==> config.mk <==
export PLATFORM = sky130hd
export DESIGN_NAME = bus_decoder_flat
export DESIGN_NICKNAME = d
export VERILOG_FILES = /design/src/rtl/bus_pkg.sv /design/src/rtl/bus_decoder_if.sv /design/src/rtl/bus_watchdog.sv /design/src/rtl/bus_decoder.sv /design/src/flat_wrapper.sv
export SDC_FILE = /design/constraint.sdc
export NUM_CORES = 1
export LEC_CHECK = 0
export CORE_ASPECT_RATIO = 0.8
export CORE_MARGIN = 5
export CORE_UTILIZATION = 55
export DETAILED_ROUTE_END_ITERATION = 7
export DONT_BUFFER_PORTS = 1
export GPL_TIMING_DRIVEN = 0
export PLACE_DENSITY = 0.79
export RECOVER_POWER = 100
export SETUP_SLACK_MARGIN = 0.2
export SLEW_MARGIN = 20
export SYNTH_ARGS = -nofsm -noshare
export SYNTH_HDL_FRONTEND = slang
export SYNTH_SLANG_ARGS = --single-unit
==> constraint.sdc <==
create_clock -name clk -period 1.7 [get_ports clk]
set_clock_uncertainty 0.1 [all_clocks]
set_input_delay 0.17 -clock clk [delete_from_list [all_inputs] [get_ports clk]]
set_output_delay 0.17 -clock clk [all_outputs]
set_load 0.01 [all_outputs]
==> src/rtl/bus_pkg.sv <==
// Shared definitions for the memory-bus decoder: FSM encoding, error fill
// value and sizing helpers.
package bus_pkg;

  localparam logic [1:0] ST_IDLE = 2'd0;
  localparam logic [1:0] ST_WAIT = 2'd1;
  localparam logic [1:0] ST_DONE = 2'd2;
  localparam logic [1:0] ST_ERR  = 2'd3;

  // Returned on data_in for any bus error; sliced down to DATA_W.
  localparam logic [63:0] BUS_ERR_DATA = '1;

  function automatic int num_slaves(input int sel_w);
    return 1 << sel_w;
  endfunction

  // Watchdog width; a TIMEOUT of 1 still needs a one-bit counter.
  function automatic int wd_width(input int timeout);
    return (timeout < 2) ? 1 : $clog2(timeout);
  endfunction

endpackage

==> src/rtl/bus_decoder_if.sv <==
// CPU-side and slave-side bus signals of the decoder. The decoder takes the
// slave view; whatever drives the CPU and slave devices takes the master view.
interface bus_decoder_if
  import bus_pkg::*;
#(
  parameter int ADDR_W = 8,
  parameter int DATA_W = 8,
  parameter int SEL_W  = 1
);
  localparam int NS = num_slaves(SEL_W);

  logic                    read;
  logic                    write;
  logic [ADDR_W-1:0]       address;
  logic [DATA_W-1:0]       data_out;
  logic [DATA_W-1:0]       data_in;
  logic                    ready;
  logic                    error;
  logic [NS-1:0]           s_read;
  logic [NS-1:0]           s_write;
  logic [ADDR_W-SEL_W-1:0] s_address;
  logic [DATA_W-1:0]       s_data_out;
  logic [NS*DATA_W-1:0]    s_data_in;
  logic [NS-1:0]           s_ready;

  modport slave (
    input  read, write, address, data_out, s_data_in, s_ready,
    output data_in, ready, error, s_read, s_write, s_address, s_data_out
  );

  modport master (
    output read, write, address, data_out, s_data_in, s_ready,
    input  data_in, ready, error, s_read, s_write, s_address, s_data_out
  );

endinterface

==> src/rtl/bus_watchdog.sv <==
// Clear/enable cycle counter that flags when TIMEOUT-1 is reached.
module bus_watchdog
  import bus_pkg::*;
#(
  parameter int TIMEOUT = 15
) (
  input  logic clk,
  input  logic reset,
  input  logic clr,
  input  logic en,
  output logic expired
);
  localparam int              CW   = wd_width(TIMEOUT);
  localparam logic [CW-1:0]   LAST = CW'(TIMEOUT - 1);

  logic [CW-1:0] cnt;

  always_ff @(posedge clk) begin
    if (reset)    cnt <= '0;
    else if (clr) cnt <= '0;
    else if (en)  cnt <= cnt + CW'(1);
  end

  assign expired = (cnt == LAST);

endmodule

==> src/rtl/bus_decoder.sv <==
// N-region memory-bus decoder: registered one-hot slave strobes, read-only
// write protection and a watchdog that turns a silent slave into a bus error.
module bus_decoder
  import bus_pkg::*;
#(
  parameter int                           ADDR_W  = 8,
  parameter int                           DATA_W  = 8,
  parameter int                           SEL_W   = 1,
  parameter logic [num_slaves(SEL_W)-1:0] RO_MASK = 'b01,
  parameter int                           TIMEOUT = 15
) (
  input logic          clk,
  input logic          reset,
  bus_decoder_if.slave bus
);
  localparam int NS = num_slaves(SEL_W);
  localparam int LW = ADDR_W - SEL_W;

  logic [1:0]                   state, nxt;
  logic [SEL_W-1:0]             sel, sel_q, sel_n;
  logic [LW-1:0]                loc;
  logic                         op_wr, wr_n;
  logic                         accept, hit, expired, wd_en;
  logic [NS-1:0]                onehot;
  logic [NS-1:0][DATA_W-1:0]    rdata;
  logic [NS-1:0]                s_read_d, s_write_d;
  logic [DATA_W-1:0]            data_d;
  logic                         ready_d, error_d;

  assign sel    = bus.address[ADDR_W-1 -: SEL_W];
  assign loc    = bus.address[LW-1:0];
  assign accept = (state == ST_IDLE) && (bus.read ^ bus.write);
  assign hit    = bus.s_ready[sel_q];
  assign rdata  = bus.s_data_in;

  // Strobe target for the cycle being entered: fresh decode on accept,
  // otherwise the latched transaction.
  assign sel_n = accept ? sel : sel_q;
  assign wr_n  = accept ? bus.write : op_wr;

  for (genvar i = 0; i < NS; i++) begin : g_strobe
    assign onehot[i] = (sel_n == SEL_W'(i));
  end

  assign wd_en = (state == ST_WAIT) && !hit;

  bus_watchdog #(.TIMEOUT(TIMEOUT)) u_wdog (
    .clk     (clk),
    .reset   (reset),
    .clr     (accept),
    .en      (wd_en),
    .expired (expired)
  );

  always_ff @(posedge clk) begin
    if (reset) state <= ST_IDLE;
    else       state <= nxt;
  end

  always_comb begin
    nxt = state;
    case (state)
      ST_IDLE: begin
        if (bus.read && bus.write)         nxt = ST_ERR;
        else if (bus.write && RO_MASK[sel]) nxt = ST_ERR;
        else if (bus.read || bus.write)    nxt = ST_WAIT;
      end
      // A slave answer in the timeout cycle still completes normally.
      ST_WAIT: begin
        if (hit)          nxt = ST_DONE;
        else if (expired) nxt = ST_ERR;
      end
      ST_DONE: nxt = ST_IDLE;
      ST_ERR:  nxt = ST_IDLE;
      default: nxt = ST_IDLE;
    endcase
  end

  // Next values of the registered outputs, derived from the state being entered.
  always_comb begin
    s_read_d  = '0;
    s_write_d = '0;
    if (nxt == ST_WAIT) begin
      if (wr_n) s_write_d = onehot;
      else      s_read_d  = onehot;
    end
    ready_d = (nxt == ST_DONE) || (nxt == ST_ERR);
    error_d = (nxt == ST_ERR);
    data_d  = bus.data_in;
    if (nxt == ST_ERR)
      data_d = BUS_ERR_DATA[DATA_W-1:0];
    else if (state == ST_WAIT && nxt == ST_DONE && !op_wr)
      data_d = rdata[sel_q];
  end

  always_ff @(posedge clk) begin
    if (reset) begin
      sel_q          <= '0;
      op_wr          <= 1'b0;
      bus.s_address  <= '0;
      bus.s_data_out <= '0;
    end else if (accept) begin
      sel_q          <= sel;
      op_wr          <= bus.write;
      bus.s_address  <= loc;
      bus.s_data_out <= bus.data_out;
    end
  end

  always_ff @(posedge clk) begin
    if (reset) begin
      bus.s_read  <= '0;
      bus.s_write <= '0;
      bus.ready   <= 1'b0;
      bus.error   <= 1'b0;
      bus.data_in <= '0;
    end else begin
      bus.s_read  <= s_read_d;
      bus.s_write <= s_write_d;
      bus.ready   <= ready_d;
      bus.error   <= error_d;
      bus.data_in <= data_d;
    end
  end

endmodule

==> src/flat_wrapper.sv <==
// flat-port wrapper written by rule: the top's interface ports become plain ports
module bus_decoder_flat import bus_pkg::*;
#(
  parameter int                           ADDR_W  = 8,
  parameter int                           DATA_W  = 8,
  parameter int                           SEL_W   = 1,
  parameter logic [num_slaves(SEL_W)-1:0] RO_MASK = 'b01,
  parameter int                           TIMEOUT = 15
)
  (clk, reset, bus_read, bus_write, bus_address, bus_data_out, bus_s_data_in, bus_s_ready, bus_data_in, bus_ready, bus_error, bus_s_read, bus_s_write, bus_s_address, bus_s_data_out);
  bus_decoder_if #(.ADDR_W(ADDR_W), .DATA_W(DATA_W), .SEL_W(SEL_W)) bus_i ();
  input logic clk;
  input logic reset;
  input wire logic [$bits(bus_i.read)-1:0] bus_read;
  input wire logic [$bits(bus_i.write)-1:0] bus_write;
  input wire logic [$bits(bus_i.address)-1:0] bus_address;
  input wire logic [$bits(bus_i.data_out)-1:0] bus_data_out;
  input wire logic [$bits(bus_i.s_data_in)-1:0] bus_s_data_in;
  input wire logic [$bits(bus_i.s_ready)-1:0] bus_s_ready;
  output wire logic [$bits(bus_i.data_in)-1:0] bus_data_in;
  output wire logic [$bits(bus_i.ready)-1:0] bus_ready;
  output wire logic [$bits(bus_i.error)-1:0] bus_error;
  output wire logic [$bits(bus_i.s_read)-1:0] bus_s_read;
  output wire logic [$bits(bus_i.s_write)-1:0] bus_s_write;
  output wire logic [$bits(bus_i.s_address)-1:0] bus_s_address;
  output wire logic [$bits(bus_i.s_data_out)-1:0] bus_s_data_out;
  assign bus_i.read = bus_read;
  assign bus_i.write = bus_write;
  assign bus_i.address = bus_address;
  assign bus_i.data_out = bus_data_out;
  assign bus_i.s_data_in = bus_s_data_in;
  assign bus_i.s_ready = bus_s_ready;
  assign bus_data_in = bus_i.data_in;
  assign bus_ready = bus_i.ready;
  assign bus_error = bus_i.error;
  assign bus_s_read = bus_i.s_read;
  assign bus_s_write = bus_i.s_write;
  assign bus_s_address = bus_i.s_address;
  assign bus_s_data_out = bus_i.s_data_out;
  bus_decoder #(.ADDR_W(ADDR_W), .DATA_W(DATA_W), .SEL_W(SEL_W), .RO_MASK(RO_MASK), .TIMEOUT(TIMEOUT)) u_core (.clk(clk), .reset(reset), .bus(bus_i));
endmodule
==> impl_metrics.py, run 1 <==
metrics = {
    "outcome": {
        "status": "completed",
    },
    "timing": {
        "rsz0062_at_grt": "true",
        "final_hold_viol_count": 0,
        "tightest_slew_ns": 0.533,
        "slew_headroom": 0.645,
        "layout_setup_ws_ns": 0.0197,
        "period_needed_ns": 1.68,
        "fmax_mhz": 595,
        "finalCritPeriodShare": 0.988,
        "finalSetupViolations": 0,
        "finalMaxSlewViolations": 0,
    },
    "detailed_routing": {
        "viasPerCell": 5.55,
        "dr_total_vias": 1344,
        "drtAntennaViolNets": 0,
        "drc": 0,
        "drt_iter0_drc": 76,
        "firstDrtPassIters": 6,
        "wirelength_mm": 4.13,
        "wl_per_cell_um": 17.1,
    },
    "global_routing": {
        "grt_pass1_wl_mm": 6.22,
        "grt_pass1_vias": 1368,
        "grt_max_degree": 12,
        "grt_use_total": 0.217,
        "grt_overflow": 0,
        "antenna_found_initial": 0,
    },
    "setup_path": {
        "cp_data_arrival_time_ns": 1.82,
        "slowest_stage": "dfxtp_2",
        "crit_family": "buffers and inverters",
        "max_stage_delay_ns": 0.35,
        "r2r_start": "u_core.sel_q",
        "required_ns": 1.84,
        "path_class": "flip-flop to flip-flop",
        "cp_max_fo": 6,
        "cpMostUsedCell": "buf_6",
        "cp-start-kind": "flip-flop",
        "cp-end-kind": "flip-flop",
        "path_cells": "buf_8, mux2i_4, buf_4, buf_6, and2_4, buf_6, xnor2_2, nor3_2",
        "startpoint": "u_core.sel_q",
        "path_buf_inv": 4,
    },
    "die": {
        "rows": 17,
        "initial_core_util": 0.562,
        "io_pins": 67,
        "die_w_um": 69.0,
        "core_um2": 2720,
        "die_area_um2": 3940,
        "die_h_um": 57.2,
    },
    "placed_design": {
        "post-place-ws_ns": -0.141,
        "hpwl_mm": 2.48,
        "place.gp.congestion": 0.739,
        "port_buffers": 0,
    },
    "yosys": {
        "synth_area_leaders": "dfxtp_1 (48%), nand2_1 (8.3%), a21oi_1 (8.2%)",
        "ys_warn_count": 0,
        "netlist.area_leader.share": 0.484,
        "ys_seq_area_frac": 0.484,
        "syn_inst": 166,
        "synth_nets": 208,
        "ys_ff_latch": 37,
        "syn_avg_cell_area_um2": 9.22,
        "yosysTopAreaCell": "dfxtp_1",
        "mappedNetlistArea_um2": 1530,
        "ys_types": 32,
    },
    "clock_tree": {
        "tritoncts": "yes",
        "cts_root_buf": "clkbuf_4",
        "cts_max_level": 2,
        "numCtsBuffers": 5,
        "clk-insertion-delay-late_ns": 0.37,
        "cts_sinks": 37,
        "clkTransAtPathRegs_ns": 0.11,
        "cts.path.max_buffers": 2,
    },
    "final_layout": {
        "synthToLayoutAreaGrowth_pct": 32.8,
        "diodes": 0,
        "regArea_um2": 749,
        "fill_cells": 209,
        "drive_gt1_frac": 0.235,
        "nets": 245,
        "multi_input_area_um2": 788,
    },
    "power_and_ir_drop": {
        "leakage_nw": 0.786,
        "netSwitchingFraction": 0.310,
        "power_frac_seq": 0.513,
        "ir_worst_vdd_uv": 631,
        "power.switching_uw": 650,
        "cellPowerDensity_nw_per_um2": 1030,
        "intPower_mw": 1.44,
        "power_frac_comb": 0.228,
        "clockPowerShare": 0.259,
        "fin_total_pwr_mw": 2.09,
    },
    "job": {
        "cap_viol_max_count": 0,
    },
    "hold_path": {
        "hp-start": "bus_s_data_in[5]",
        "hp-class": "input pin to flip-flop",
    },
}
[metrics by stage]
step | hold WS, ns | instances | utilization | setup TNS [ns] | cell area, µm²
floorplan | 0.206 | 166 | - | 0 | 1540
global placement | 0.209 | 204 | 0.581 | -1.21 | 1580
detailed placement | 0.212 | 204 | 0.581 | -1.89 | 1580
CTS | 0.0169 | 235 | 0.700 | 0 | 1910
global route | 0.0179 | 242 | 0.746 | -0.163 | 2030
finish | 0.0223 | 242 | 0.746 | 0 | 2030
[placed cells by master, fill, tap and decap left out, drive strengths merged, types with 2 or more instances in the layout]
cell and n:
ha 4, nor3b 4, mux2i 11, buf 16, nor2 8, o21a 8
clkbuf 11, xor2 2, a21oi 25, dlygate4sd3 17, inv 5, dfxtp 37
nand2 34, nand3 4, nor3 4
[state kept, by name, indices dropped and copies added, names as in the netlist, 2 cells and up]
register	cells
u_core.bus.s_read	2
u_core.bus.s_data_out	8
u_core.bus.s_write	2
u_core.state	2
u_core.bus.s_address	7
u_core.bus.data_in	8
u_core.u_wdog.cnt	4
[cell type report]
cell class	count	area share
multi-input combinational	116	0.388
sequential	37	0.369
timing repair buffer	30	0.143
buffer	8	0.0333
clock buffer	7	0.0320
tap	38	0.0234
inverter	5	0.00924
clock inverter	1	0.00246
[timing repair]
| action | in CTS | in global routing |
|---|---|---|
| hold buffers | 17 | 0 |
| setup buffers | 6 | 7 |
| pin swaps | 5 | 7 |
| hold endpoints to repair | 17 | 0 |
| gates resized for setup | 12 | 22 |
| endpoints found under the setup margin | 33 | 25 |
[logic make-up (layout without fill, tap and decap cells)]
family,count (synthesis),count (layout),share of synthesized area
simple gates,59,59,0.177
buf+inv,13,51,0.0450
compound gates,39,39,0.164
xor+xnor,3,3,0.0172
mux,11,11,0.0801
flops,37,37,0.484
fa+ha+maj,4,4,0.0327
[power groups by stage]
stage / clock network, mW / registers [mW] / logic, mW
after floorplan: 0 / 1.07 / 0.266
after CTS: 0.541 / 1.07 / 0.392
after global routing: 0.585 / 1.09 / 0.516
final: 0.542 / 1.07 / 0.478
after global placement: 0 / 1.08 / 0.303
after detailed placement: 0 / 1.09 / 0.320
[layer usage]
metal  wire [µm]  vias to the layer above  global-route usage
met2        2170                       50               0.372
met4         109                        0               0.133
met5           0                        -                   0
met3         287                       10              0.0669
met1        1570                      641               0.227
li1            -                      643                   -
[synthesized netlist by cell type]
cell type and number:
dfxtp_1 37, nand2_1 34, a21oi_1 25, mux2i_1 10, nor2_1 8, o21a_1 8, inv_1 5, clkbuf_1 4
ha_1 4, nor3_1 4, nand3_1 3, nor3b_1 3, xor2_1 2, a2111oi_1 1, a211oi_4 1, a221o_1 1
a311o_1 1, a32o_1 1, and2_2 1, and2b_1 1, and3_1 1, buf_2 1, buf_4 1, buf_6 1
clkdlybuf4s50_2 1, mux2i_4 1, nand2b_1 1, nand3_2 1, nor2b_1 1, nor3b_2 1, o21ai_0 1, xnor2_1 1
[path summary, 6_finish.rpt]
path / end / slack (ns) / cells after the start
setup / recovery: u_core.u_wdog.cnt[0] / 0.02 / 8
hold / removal: u_core.bus.data_in[5] / 0.02 / 3
setup reg to reg: u_core.u_wdog.cnt[0] / 0.02 / 8
hold reg to reg: u_core.bus.s_address[3] / 0.41 / 2
[worst min-delay path: cells and delay by family]
kind	cells	cell delay [ns]
mux	1	0.11
compound gates	2	0.17
Note: power is estimated with default switching activity, not from simulation.
==> run 2: changes to the inputs <==
ABC_AREA = 1   (was default)
==> impl_metrics.py, run 2 <==
metrics = {
    "yosys": {
        "synth_area_leaders": "dfxtp_1 (43%), nor2_1 (9.6%), nand2_1 (8.9%)",
        "yosysTopAreaCell": "dfxtp_1",
        "synth-main-ff-cell": "dfxtp_1",
        "syn_avg_cell_area_um2": 7.48,
        "mappedNetlistArea_um2": 1720,
        "ys_seq_area_frac": 0.431,
        "ys_ff_latch": 37,
        "netlist.area_leader.share": 0.431,
        "ys_types": 26,
        "ys_warn_count": 0,
        "ys_top_cells_by_count": "nor2_1 (44), nand2_1 (41), dfxtp_1 (37)",
        "syn_inst": 230,
        "synth.most_common_cell": "nor2_1",
        "synth_nets": 272,
        "synthArstFlopShare": 0,
        "synth_edf_count": 0,
    },
    "global_routing": {
        "grt_pass1_wl_mm": 6.41,
        "grt_max_degree": 14,
        "grt_use_total": 0.191,
        "grt_pass1_vias": 1404,
        "grt_overflow": 0,
        "antenna_found_initial": 0,
    },
    "setup_path": {
        "slowest_stage": "dfxtp_1",
        "r2r_start": "u_core.u_wdog.cnt[1]",
        "cp_data_arrival_time_ns": 1.65,
        "path_cells": "ha_4, nand3_4, inv_4, nor2_8, nor2_8, nand2_4, nand2_1, nand2_1, nor2_1",
        "required_ns": 1.83,
        "path_buf_inv": 1,
        "cp.depth": 9,
        "cp-end-kind": "flip-flop",
        "timing.rr.end": "u_core.bus.data_in[2]",
        "rr_worst_depth": 9,
        "max_stage_delay_ns": 0.42,
        "crit_family": "simple AND/OR/NAND/NOR gates",
        "path_class": "flip-flop to flip-flop",
        "r2r_setup_slack_ns": 0.18,
        "startpoint": "u_core.u_wdog.cnt[1]",
        "cp_max_fo": 6,
        "cp-start-kind": "flip-flop",
    },
    "detailed_routing": {
        "wl_per_cell_um": 13.9,
        "drt_iter0_drc": 122,
        "firstDrtPassIters": 4,
        "viasPerCell": 5.18,
        "drc": 0,
        "drtAntennaViolNets": 0,
        "wirelength_mm": 4.26,
        "dr_total_vias": 1585,
    },
    "timing": {
        "rsz0062_at_grt": "true",
        "tightest_slew_ns": 0.442,
        "fin_setup_tns_ns": 0,
        "final_hold_viol_count": 0,
        "slew_headroom": 0.705,
        "finalSetupViolations": 0,
        "finalMaxSlewViolations": 0,
        "period_needed_ns": 1.52,
        "finalCritPeriodShare": 0.892,
        "fmax_mhz": 660,
    },
    "hold_path": {
        "worst_hold_path.endpoint": "u_core.bus.data_in[2]",
        "hold_depth": 4,
        "hp-start": "bus_s_data_in[2]",
        "hp-class": "input pin to flip-flop",
    },
    "clock_tree": {
        "cts_sinks": 37,
        "cts_root_buf": "clkbuf_8",
        "cts.path.max_buffers": 2,
        "clkTransAtPathRegs_ns": 0.08,
        "numCtsBuffers": 5,
        "clk-insertion-delay-late_ns": 0.29,
        "cts_max_level": 2,
        "tritoncts": "yes",
    },
    "power_and_ir_drop": {
        "netSwitchingFraction": 0.361,
        "intPower_mw": 1.56,
        "fin_total_pwr_mw": 2.44,
        "ir_worst_vdd_uv": 680,
        "leakage_nw": 1.04,
        "power_frac_seq": 0.467,
        "power_frac_comb": 0.276,
        "power.switching_uw": 881,
        "cellPowerDensity_nw_per_um2": 1110,
        "clockPowerShare": 0.257,
    },
    "die": {
        "initial_core_util": 0.566,
        "die_area_um2": 4350,
        "core_um2": 3040,
        "io_pins": 67,
        "die_w_um": 72.5,
        "rows": 18,
        "die_h_um": 60.0,
    },
    "final_layout": {
        "final_cells": 306,
        "diodes": 0,
        "drive_gt1_frac": 0.218,
        "final_cell_mix": "nor2_1 (44), nand2_1 (39), dfxtp_1 (34)",
        "fill_cells": 234,
        "final_util": 0.721,
        "regArea_um2": 744,
        "largestRegisters": "u_core.bus.data_in (8), u_core.bus.s_data_out (8), u_core.bus.s_address (7)",
        "final_common_cell": "nor2_1",
        "final_area_um2": 2190,
        "multi_input_area_um2": 896,
        "nets": 307,
        "synthToLayoutAreaGrowth_pct": 27.4,
    },
    "outcome": {
        "status": "completed",
    },
    "placed_design": {
        "place_area_um2": 1770,
        "placedCellCount": 270,
        "place.gp.congestion": 0.824,
        "port_buffers": 0,
        "hpwl_mm": 2.71,
    },
    "job": {
        "cap_viol_max_count": 0,
    },
}
## run 2: cell type report
cell class	count	share of cell area
buffer	6	0.0166
clock buffer	5	0.0314
clock inverter	3	0.00970
inverter	32	0.0594
multi-input combinational	156	0.409
sequential	37	0.340
tap	40	0.0228
timing repair buffer	27	0.112
## run 2: worst register-to-register path, cell delays in order, from the launching register on
cell and delay [ns]:
dfxtp_1 0.42, ha_4 0.18, nand3_4 0.08, inv_4 0.09
nor2_8 0.05, nor2_8 0.19, nand2_4 0.10, nand2_1 0.08
nand2_1 0.06, nor2_1 0.10
## run 2: timing repair
item,4_1_cts,5_1_grt
pin swaps,5,8
resized for setup,9,19
cloned,1,1
setup endpoints to repair,13,21
hold buffers,17,1
setup buffers,0,8
endpoints found under the hold margin,25,3
## run 2: worst max path at each step
stage	end	slack (ns)
final	u_core.bus.data_in[2]	0.18
after CTS	u_core.bus.data_in[2]	0.20
after global placement	u_core.bus.data_in[1]	0.15
after floorplan	u_core.bus.data_in[1]	0.30
after global routing	u_core.bus.data_in[2]	0.08
after detailed placement	u_core.bus.data_in[0]	0.12
## run 2: power by group through the flow
stage	sequential, mW	combinational, mW	clock (mW)
2_1_floorplan	1.13	0.448	0
3_3_place_gp	1.16	0.519	0
3_5_place_dp	1.16	0.531	0
4_1_cts	1.14	0.590	0.634
5_1_grt	1.16	0.762	0.674
6_report	1.14	0.673	0.627
## run 2: cells by family after synthesis
group / share of synthesized area
adder cells (fa/ha/maj): 0.0291
AO/OA/AOI/OAI: 0.0873
buffers and inverters: 0.0909
multiplexers: 0.0116
flip-flops: 0.431
AND/OR/NAND/NOR: 0.351
## run 2: routing by layer
metal | vias to the layer above | global-route usage | wire [µm]
met2 | 63 | 0.296 | 1990
met1 | 729 | 0.238 | 1730
met3 | 9 | 0.0908 | 479
met5 | - | 0 | 0
li1 | 784 | - | -
met4 | 0 | 0.0553 | 68
## run 2: per-stage QoR
stage          setup slack, ns  hold WS (ns)
4_1_cts                  0.201        0.0115
3_3_place_gp             0.147         0.144
6_report                 0.184        0.0134
2_1_floorplan            0.299         0.142
3_5_place_dp             0.119         0.146
5_1_grt                 0.0775        0.0373
